## src/rtl/v_wb_sched.sv

```systemverilog
// Vector writeback scheduler and hazard scoreboard.
// Two execution units (ALU, LSU) share the single vector regfile write port
// through a round-robin arbiter; the granted request is registered onto the
// write port. A 32-bit scoreboard tracks destination registers with pending
// writes and holds back issue on RAW/WAW hazards.
//
// Handshake: a requester (issue, ALU, LSU) holds vld and its payload stable
// until the matching rdy is high in the same cycle; vld & rdy at a rising
// edge is a transfer. rdy never depends on the requester's own payload
// changing within the cycle.
module v_wb_sched #(
  parameter int VREG_W  = 256,
  parameter int VADDR_W = 5
) (
  input  logic               clk,
  input  logic               rst_n,
  input  logic               issue_vld_i,
  input  logic               issue_wen_i,
  input  logic [VADDR_W-1:0] issue_vd_i,
  input  logic               issue_vs1_en_i,
  input  logic [VADDR_W-1:0] issue_vs1_i,
  input  logic               issue_vs2_en_i,
  input  logic [VADDR_W-1:0] issue_vs2_i,
  output logic               issue_rdy_o,
  input  logic               alu_vld_i,
  input  logic [VADDR_W-1:0] alu_addr_i,
  input  logic [VREG_W-1:0]  alu_data_i,
  output logic               alu_rdy_o,
  input  logic               lsu_vld_i,
  input  logic [VADDR_W-1:0] lsu_addr_i,
  input  logic [VREG_W-1:0]  lsu_data_i,
  output logic               lsu_rdy_o,
  output logic               vwb_en_o,
  output logic [VADDR_W-1:0] vwb_addr_o,
  output logic [VREG_W-1:0]  vwb_data_o,
  output logic [31:0]        busy_o,
  output logic               err_o
);

  // Round-robin pointer: names the requester that wins the next contention.
  typedef enum logic {
    RR_ALU = 1'b0,
    RR_LSU = 1'b1
  } rr_t;

  rr_t                rr_q, rr_d;
  logic [31:0]        busy_q, busy_d;
  logic               err_q, err_d;
  logic               alu_gnt, lsu_gnt, any_gnt;
  logic [VADDR_W-1:0] gnt_addr;
  logic [VREG_W-1:0]  gnt_data;
  logic               issue_fire;
  logic               gnt_clr;

  // Hazard check uses registered busy only; a clear landing this cycle is
  // not bypassed, so the instruction waits one extra cycle.
  always_comb begin
    issue_rdy_o = !(issue_vs1_en_i && busy_q[issue_vs1_i]) &&
                  !(issue_vs2_en_i && busy_q[issue_vs2_i]) &&
                  !(issue_wen_i    && busy_q[issue_vd_i]);
    issue_fire  = issue_vld_i && issue_rdy_o && issue_wen_i &&
                  (issue_vd_i != '0);
  end

  // Arbiter: uncontended requests win outright; contention goes to the
  // pointer. The pointer then names whoever did not win.
  always_comb begin
    alu_gnt = alu_vld_i && (!lsu_vld_i || (rr_q == RR_ALU));
    lsu_gnt = lsu_vld_i && (!alu_vld_i || (rr_q == RR_LSU));
    any_gnt = alu_gnt || lsu_gnt;
    rr_d    = rr_q;
    if (alu_gnt)      rr_d = RR_LSU;
    else if (lsu_gnt) rr_d = RR_ALU;
    gnt_addr = alu_gnt ? alu_addr_i : lsu_addr_i;
    gnt_data = alu_gnt ? alu_data_i : lsu_data_i;
    alu_rdy_o = alu_gnt;
    lsu_rdy_o = lsu_gnt;
  end

  // Scoreboard and error next state. v0 is never tracked; set and clear of
  // the same index cannot coincide because issue is blocked while busy.
  always_comb begin
    gnt_clr = any_gnt && (gnt_addr != '0);
    busy_d  = busy_q;
    err_d   = err_q;
    if (issue_fire) busy_d[issue_vd_i] = 1'b1;
    if (gnt_clr) begin
      busy_d[gnt_addr] = 1'b0;
      if (!busy_q[gnt_addr]) err_d = 1'b1;
    end
  end

  // State registers: pointer, scoreboard, sticky error.
  always_ff @(posedge clk or negedge rst_n) begin
    if (!rst_n) begin
      rr_q   <= RR_ALU;
      busy_q <= '0;
      err_q  <= 1'b0;
    end else begin
      rr_q   <= rr_d;
      busy_q <= busy_d;
      err_q  <= err_d;
    end
  end

  // Write port stage: one-cycle latency; address/data hold when idle.
  always_ff @(posedge clk or negedge rst_n) begin
    if (!rst_n) begin
      vwb_en_o   <= 1'b0;
      vwb_addr_o <= '0;
      vwb_data_o <= '0;
    end else begin
      vwb_en_o <= any_gnt;
      if (any_gnt) begin
        vwb_addr_o <= gnt_addr;
        vwb_data_o <= gnt_data;
      end
    end
  end

  assign busy_o = busy_q;
  assign err_o  = err_q;

endmodule

```

## config.mk

```make
export PLATFORM = sky130hd
export DESIGN_NAME = v_wb_sched
export DESIGN_NICKNAME = d
export VERILOG_FILES = /design/src/rtl/v_wb_sched.sv
export SDC_FILE = /design/constraint.sdc
export NUM_CORES = 1
export LEC_CHECK = 0
export ABC_CLOCK_PERIOD_IN_PS = 2650
export CAP_MARGIN = 40
export CORE_AREA = 2 2 325 327
export DETAILED_ROUTE_END_ITERATION = 12
export DIE_AREA = 0 0 327 329
export PLACE_DENSITY = 0.44
export SLEW_MARGIN = 0
export SYNTH_ARGS = -nofsm -noshare
export SYNTH_HDL_FRONTEND = slang
export SYNTH_SLANG_ARGS = --single-unit
```

## constraint.sdc

```tcl
create_clock -name clk -period 2.65 [get_ports clk]
set_input_delay 0.53 -clock clk [delete_from_list [all_inputs] [get_ports clk]]
set_output_delay 0.53 -clock clk [all_outputs]
set_load 0.1 [all_outputs]
```

Word level (Yosys, flattened, before mapping). Index checks and enable logic that the tools add are counted.

Order comparisons: 6. Multiplexer cells: 18. Bitwise logic cells: 5. Reduce and logical (&&, ||, !) cells: 25.

Operators by type and width (number): 256-bit two-way mux (1); 32-bit two-way mux (2); 32-bit AND (1); 32-bit inverter (1); 32-bit bitwise OR (1); 5-bit by 6-bit < comparator with 1-bit output (second input constant) (4); 1-bit binary-select mux with 5-bit select (4); 1-bit logical AND (13); 1-bit demux with 5-bit select (2); 5-bit by 1-bit greater-or-equal comparator with 1-bit output (second input constant) (2); 5-bit nonzero test (2); 1-bit two-way mux (8); 1-bit zero test (5); 5-bit two-way mux (1); 1-bit logical OR (3); 1-bit inverter (2); 2-bit AND reduction (1); 2-bit nonzero test (1).

Bits in registers: 296. Logic and storage cells: 60.

Longest topological paths before layout. Gate-level depths: netlist of the first run.

Depth after elaboration: 12. Depth in mapped cells: 9. Mapped depth without buffers: 7.

Least setup slack after synthesis of the first run. OpenSTA, ideal clock, no wires.

Path kind: register to output. From: register busy_q[23], in the netlist busy_o[23]. To: output issue_rdy_o. Arrival time: 3.643 ns. Data required time: 2.120 ns. Slack: -1.523 ns. Cell stages (with the launch flop): 8. Buffers on the path: 1. Cell sequence: dfrtp_1 -> mux4_2 -> mux2i_1 -> mux2i_1 -> o211ai_4 -> buf_2 -> nand2_1 -> a21oi_1.

Longest elaborated chain between the ends: 6.

RTL lines: from (decl) (line 47) `logic [31:0] busy_q, busy_d;`; from (signal assigned) (line 101) `busy_q <= busy_d;`; 1-bit binary-select mux with 5-bit select (on tied branches) (line 58, 59); 1-bit two-way mux (on tied branches) (line 58, 59); 1-bit logical AND (on tied branches) (line 58, 59); 1-bit zero test (on tied branches) (line 58, 59); 1-bit logical AND (line 58) `issue_rdy_o = !(issue_vs1_en_i && busy_q[issue_vs1_i]) &&`; 1-bit logical AND * (line 59) `!(issue_vs2_en_i && busy_q[issue_vs2_i]) &&`; to (decl) (line 24) `output logic issue_rdy_o,`.

Mark *: on every way between the ends. The rest lies on a longest branch, timed or not. The select of a mux whose other input is x is not followed.

Worst setup path after layout of the first run.
From: register busy_q[21], in the netlist busy_o[21]. To: output issue_rdy_o.

Same word-level chain as after synthesis.

==> results.cfg, run 1 <==
[cells_and_area]
layout_common_cells = clkdlybuf4s50_1, buf_4, inv_1, a21oi_1, o22ai_1
area_delta_synth_final_pct = 66.9
final_common_cell = clkdlybuf4s50_1
layout-drive-gt1-share_pct = 19.3
nets = 3384

[clock_network]
htreeDepth = 2
clock_sinks = 296
clk_pin_slew_ps = 60
cts.path.max_buffers = 3
tritoncts = yes
cts_buffers = 41
clockRootBuffer = clkbuf_16
clock_latency_ps = 590

[synth]
synth_edf_count = 0
syn_area_mm2 = 0.0167
synthFlopType = dfrtp_1
syn_area_per_cell_um2 = 8.21
yosysWarningCount = 0
synth-seq-cells = 296
synth_largest_area_cell = dfrtp_1
yosysSeqAreaShare_pct = 44.4
syn_nets = 2580
netlist.area_leader.share_pct = 44.4
synthArstFlopShare_pct = 100
synth_area_leaders = dfrtp_1, o22ai_1, a31oi_1
ys_types = 51
syn-instance-count = 2035

[sta]
rsz0062_at_grt = true
worstMarginPinSlew_ps = 842
fin_tns_setup_ps = -455
finalSetupViolations = 1
slew_headroom_pct = 43.9
hold_viol_final = 0
fin_skew_ps = 21.3
fmax_mhz = 322
final_max_slew_viol_count = 0
finalCritPeriodShare_pct = 117
timing.final.ws_setup_ps = -455
fin_crit_ps = 3110

[floorplan]
rows = 119
die_h_um = 329
die_area_mm2 = 0.108
design.core.area_mm2 = 0.104
die_x_um = 327
start_util_pct = 16.0
ios = 843

[run]
drv_cap = 0

[drt]
routed_via_density = 4.38
drt_wl_total_um = 93100
wl_per_cell_um = 21.9
drc = 0
drtIter0Drc = 1271
ant_nets = 0
firstDrtPassIters = 4
vias = 18665

[grt]
grtUsageMet3_pct = 5.84
antenna_found_initial = 22
grt_first_pass_wirelength_um = 132000
grt_max_degree = 173
first_global_vias = 18304
global_route.overflow_total = 0
grt_usage_pct = 16.4
globalRouteMet1Util_pct = 20.3
gr-usage-met2_pct = 27.8
grt-busiest-layer = met2

[setup_path]
worst-r2r-setup-slack_ps = 110
crit_type = register to output pin
slowest_stage = dfrtp_4
path_buf_inv = 2
max_stage_delay_ps = 500
crit_chain = mux4_2 -> mux2i_2 -> buf_4 -> o211ai_1 -> o211ai_4 -> nand2_4 -> a21oi_4 -> buf_12
end_kind = output pin
crit_required_ps = 2120
crit_arrival_ps = 2580
worstReg2RegStart = busy_o[21]
reg2regPathDepth = 9
cp-start-kind = register
reg2reg_to = busy_o[6]
worst-path-max-fanout = 3
path_delay_family = multiplexers

[placed_design]
place_congestion = 0.849
port_buffers = 842
dp_hpwl_um = 69900

[power]
power_mw = 20.4
peakVddDrop_mv = 0.414
static-leakage-power_nw = 11.9
power_density_mw_per_mm2 = 730

[min_path]
worstHoldPathCells = 5
hold_path.startpoint = lsu_vld_i
min_to = vwb_addr_o[3]
worstHoldPathType = input pin to register

[outcome]
violations = negative setup slack
outcome = finished, violations left
## cell type report
class,instances,area (um2)
fill,11263,76500
timing repair buffer,955,8790
multi-input combinational,1260,7500
sequential,296,7460
tap,1391,1740
clock buffer,61,1240
inverter,285,1070
clock inverter,8,50.0
antenna,3,7.51
## metal layers
metal	part of all wire, %	vias up	routed length, um
met2	48	672	44500
met3	8.5	113	7930
met1	42	8884	38900
met4	1.6	34	1510
li1	-	8962	-
met5	0.26	-	238
## per-stage QoR
stage	instance area (um2)	cells	setup WS [ps]	utilization [%]	hold WS (ps)
3_3_place_gp	26500	4183	-579	25.4	479
5_1_grt	27900	4258	-589	26.7	450
6_report	27900	4259	-455	26.7	448
2_1_floorplan	16800	2035	-337	-	234
3_5_place_dp	26500	4184	-552	25.4	485
4_1_cts	27800	4256	-510	26.7	397
## worst min-delay path: cells and delay by family
kind / cells / cell delay (ps)
AO/OA/AOI/OAI: 2 / 220
buffers and inverters: 2 / 160
AND/OR/NAND/NOR: 1 / 70
## power breakdown
part	switching [mW]	internal, mW	leakage [nW]
Clock	2.34	3.22	0.640
Combinational	6.73	2.45	7.86
Sequential	0.485	5.12	3.37
## Yosys cell counts, drive strengths merged (7+ instances only)
library cell	count
a21oi	284
a22oi	7
a31oi	267
buf	30
clkbuf	164
dfrtp	296
inv	285
mux2i	20
mux4	27
nand2	32
nand4	7
nor2	270
nor3	16
o22ai	274
## how the worst max path moves through the flow
stage / start / cells after the start / to / slack [ps]
2_1_floorplan: issue_vs1_i[1] / 8 / issue_rdy_o / -340
3_3_place_gp: issue_vs1_i[1] / 8 / issue_rdy_o / -580
3_5_place_dp: issue_vs1_i[1] / 8 / issue_rdy_o / -550
4_1_cts: busy_o[21] / 8 / issue_rdy_o / -510
5_1_grt: busy_o[21] / 8 / issue_rdy_o / -590
6_report: busy_o[21] / 8 / issue_rdy_o / -460
## registers in the layout, summed over array words and instances, names as in the netlist
signal      cells
err_o           1
busy_o         32
vwb_en_o        1
vwb_data_o    256
rr_q            1
vwb_addr_o      5
## cells by family (layout without fill, tap and decap cells)
family | after synthesis | count (layout) | share of synthesized area (%)
AO/OA/AOI/OAI | 847 | 847 | 30.1
multiplexers | 51 | 51 | 5.32
other | 0 | 3 | 0
flip-flops | 296 | 296 | 44.4
AND/OR/NAND/NOR | 362 | 362 | 9.22
buffers and inverters | 479 | 1309 | 11.0
## what timing repair did
action	CTS	global route
buffers inserted	2	0
hold buffers	1	0
endpoints found under the setup margin	1	13
endpoints found under the hold margin	40	0
pin swaps	2	2
gates resized for setup	2	4
Power figures use the tool's default switching activity.
==> run 2: changes to the inputs <==
--- a/config.mk
+++ b/config.mk
@@ -7,10 +7,12 @@
 export LEC_CHECK = 0
 export ABC_CLOCK_PERIOD_IN_PS = 2650
 export CAP_MARGIN = 40
-export CORE_AREA = 2 2 325 327
+export CELL_PAD_IN_SITES_DETAIL_PLACEMENT = 2
+export CELL_PAD_IN_SITES_GLOBAL_PLACEMENT = 2
+export CORE_AREA = 2 2 329 331
 export DETAILED_ROUTE_END_ITERATION = 12
-export DIE_AREA = 0 0 327 329
-export PLACE_DENSITY = 0.44
+export DIE_AREA = 0 0 331 333
+export PLACE_DENSITY = 0.68
 export SLEW_MARGIN = 0
 export SYNTH_ARGS = -nofsm -noshare
 export SYNTH_HDL_FRONTEND = slang
==> run 2 against run 1 <==
Compared with the run above: the flow still finishes with violations (negative setup slack); non-clock buffer count decreased by 8; routed wire length up 7.6%; die area grew 2.5%; design area increased by 0.41%; worst setup slack improved by 24 ps; first-iteration DRC count down 30%; cell count is 0.26% higher; power up 1.6%; clock power up 4.1%; combinational power rose by 0.9%; largest cell class unchanged; highest routed layer unchanged.
==> results.cfg, run 2 (same netlist as run 1, synthesis figures left out) <==
[power]
static-leakage-power_nw = 11.9
power_mw = 20.7
peakVddDrop_mv = 0.395
power_density_mw_per_mm2 = 739

[grt]
grt_max_degree = 187
antenna_found_initial = 19
first_global_vias = 20962
global_route.overflow_total = 0
grt_first_pass_wirelength_um = 144000
grt_usage_pct = 17.3

[clock_network]
clk_pin_slew_ps = 60
cts.path.max_buffers = 3
htreeDepth = 2
clock_sinks = 296
cts_buffers = 42
clockRootBuffer = clkbuf_16
tritoncts = yes
clock_latency_ps = 600

[setup_path]
crit_required_ps = 2120
worst-r2r-setup-slack_ps = 140
crit_type = register to output pin
reg2regPathDepth = 9
path_delay_family = multiplexers
end_kind = output pin
path_buf_inv = 1
max_stage_delay_ps = 510
cp-start-kind = register
slowest_stage = mux4_2
worstReg2RegStart = busy_o[17]
reg2reg_to = busy_o[29]
worst-path-max-fanout = 2
crit_chain = mux4_2 -> mux2i_4 -> mux2i_2 -> o211ai_4 -> nand2_4 -> a21oi_4 -> buf_12
crit_arrival_ps = 2550

[floorplan]
die_h_um = 333
die_area_mm2 = 0.110
die_x_um = 331
ios = 843
design.core.area_mm2 = 0.107
rows = 120
start_util_pct = 15.7

[sta]
fin_skew_ps = 32.2
rsz0062_at_grt = true
slew_headroom_pct = 35.5
final_max_slew_viol_count = 0
finalSetupViolations = 1
fin_crit_ps = 3080
timing.final.ws_setup_ps = -431
hold_viol_final = 0
fmax_mhz = 325
worstMarginPinSlew_ps = 967
finalCritPeriodShare_pct = 116

[min_path]
worstHoldPathType = register to register
worstHoldPathCells = 0
hold_path.startpoint = busy_o[0]
min_to = busy_o[0]

[placed_design]
placed_area_mm2 = 0.0264
port_buffers = 842
place_worst_setup_slack_ps = -604
dp_hpwl_um = 74400
placed_cells = 4181
place_congestion = 0.857

[drt]
drtIter0Drc = 888
dr_wl_met2_um = 48600
routed_via_density = 4.57
drt-met1-wl_um = 41300
ant_nets = 0
wl_per_cell_um = 23.5
drc = 0
firstDrtPassIters = 5
top_layer = met5
vias = 19522
wl_met3_um = 7950
drt_wl_total_um = 100000

[cells_and_area]
fin_util_pct = 26.3
largest_register_ff_count = 256
multi_input_area_mm2 = 0.00753
final_common_cell = clkdlybuf4s50_1
fin_area_mm2 = 0.0280
layout-drive-gt1-share_pct = 19.1
layout_common_cells = clkdlybuf4s50_1, buf_4, inv_1, a21oi_1, o22ai_1
ff_latch_area_mm2 = 0.00746
regMostFlops = vwb_data_o
nFillCells = 12148
instances_no_fill = 4270
area_delta_synth_final_pct = 67.6
nets = 3377

[outcome]
violations = negative setup slack
outcome = finished, violations left

[run]
drv_cap = 0
run 2: changes by cell type in the layout (fill, tap and decap cells not counted), sizes merged:
cell | previous run | this run
bufinv | 0 | 1
buf | 413 | 404
clkbuf | 61 | 67
clkinv | 6 | 7
run 2: timing repair:
action	4_1_cts	5_1_grt
hold buffers	1	0
hold endpoints to repair	38	0
setup endpoints to repair	2	18
cloned	0	1
pin swaps	3	2
resized for setup	3	9
setup buffers	6	2
run 2: layout make-up:
type | instances | share of cell area, %
clock buffers | 66 | 4.59
diodes | 3 | 0.0268
inverters | 285 | 3.83
repair buffers | 947 | 31.4
well taps | 1403 | 6.27
flip-flops and latches | 296 | 26.7
multi-input cells | 1260 | 26.9
clock inverters | 10 | 0.291
run 2: worst max-delay path by stage:
stage,startpoint,end,slack [ps],depth (start not counted)
after global placement,issue_vs1_i[1],issue_rdy_o,-610,8
after global routing,busy_o[22],issue_rdy_o,-530,7
final,busy_o[22],issue_rdy_o,-430,7
after CTS,busy_o[22],issue_rdy_o,-490,7
after floorplan,issue_vs1_i[1],issue_rdy_o,-340,8
after detailed placement,issue_vs1_i[1],issue_rdy_o,-600,8
run 2: layer usage:
layer	GRT usage (%)	vias to the layer above
met5	0	-
met3	5.56	133
met4	3.83	26
li1	-	8916
met2	29.8	680
met1	20.8	9767
run 2: per-stage QoR:
| step | setup TNS (ps) | hold slack [ps] |
|---|---|---|
| final | -431 | 471 |
| after global routing | -527 | 449 |
| after CTS | -491 | 442 |
| after detailed placement | -15850 | 459 |
| after global placement | -14310 | 450 |
| after floorplan | -337 | 234 |
run 2: power by group:
group	switching (mW)	internal (mW)	leakage (nW)
Combinational	6.81	2.45	7.84
Sequential	0.498	5.12	3.37
Clock	2.38	3.42	0.674
Total	9.69	11.0	11.9
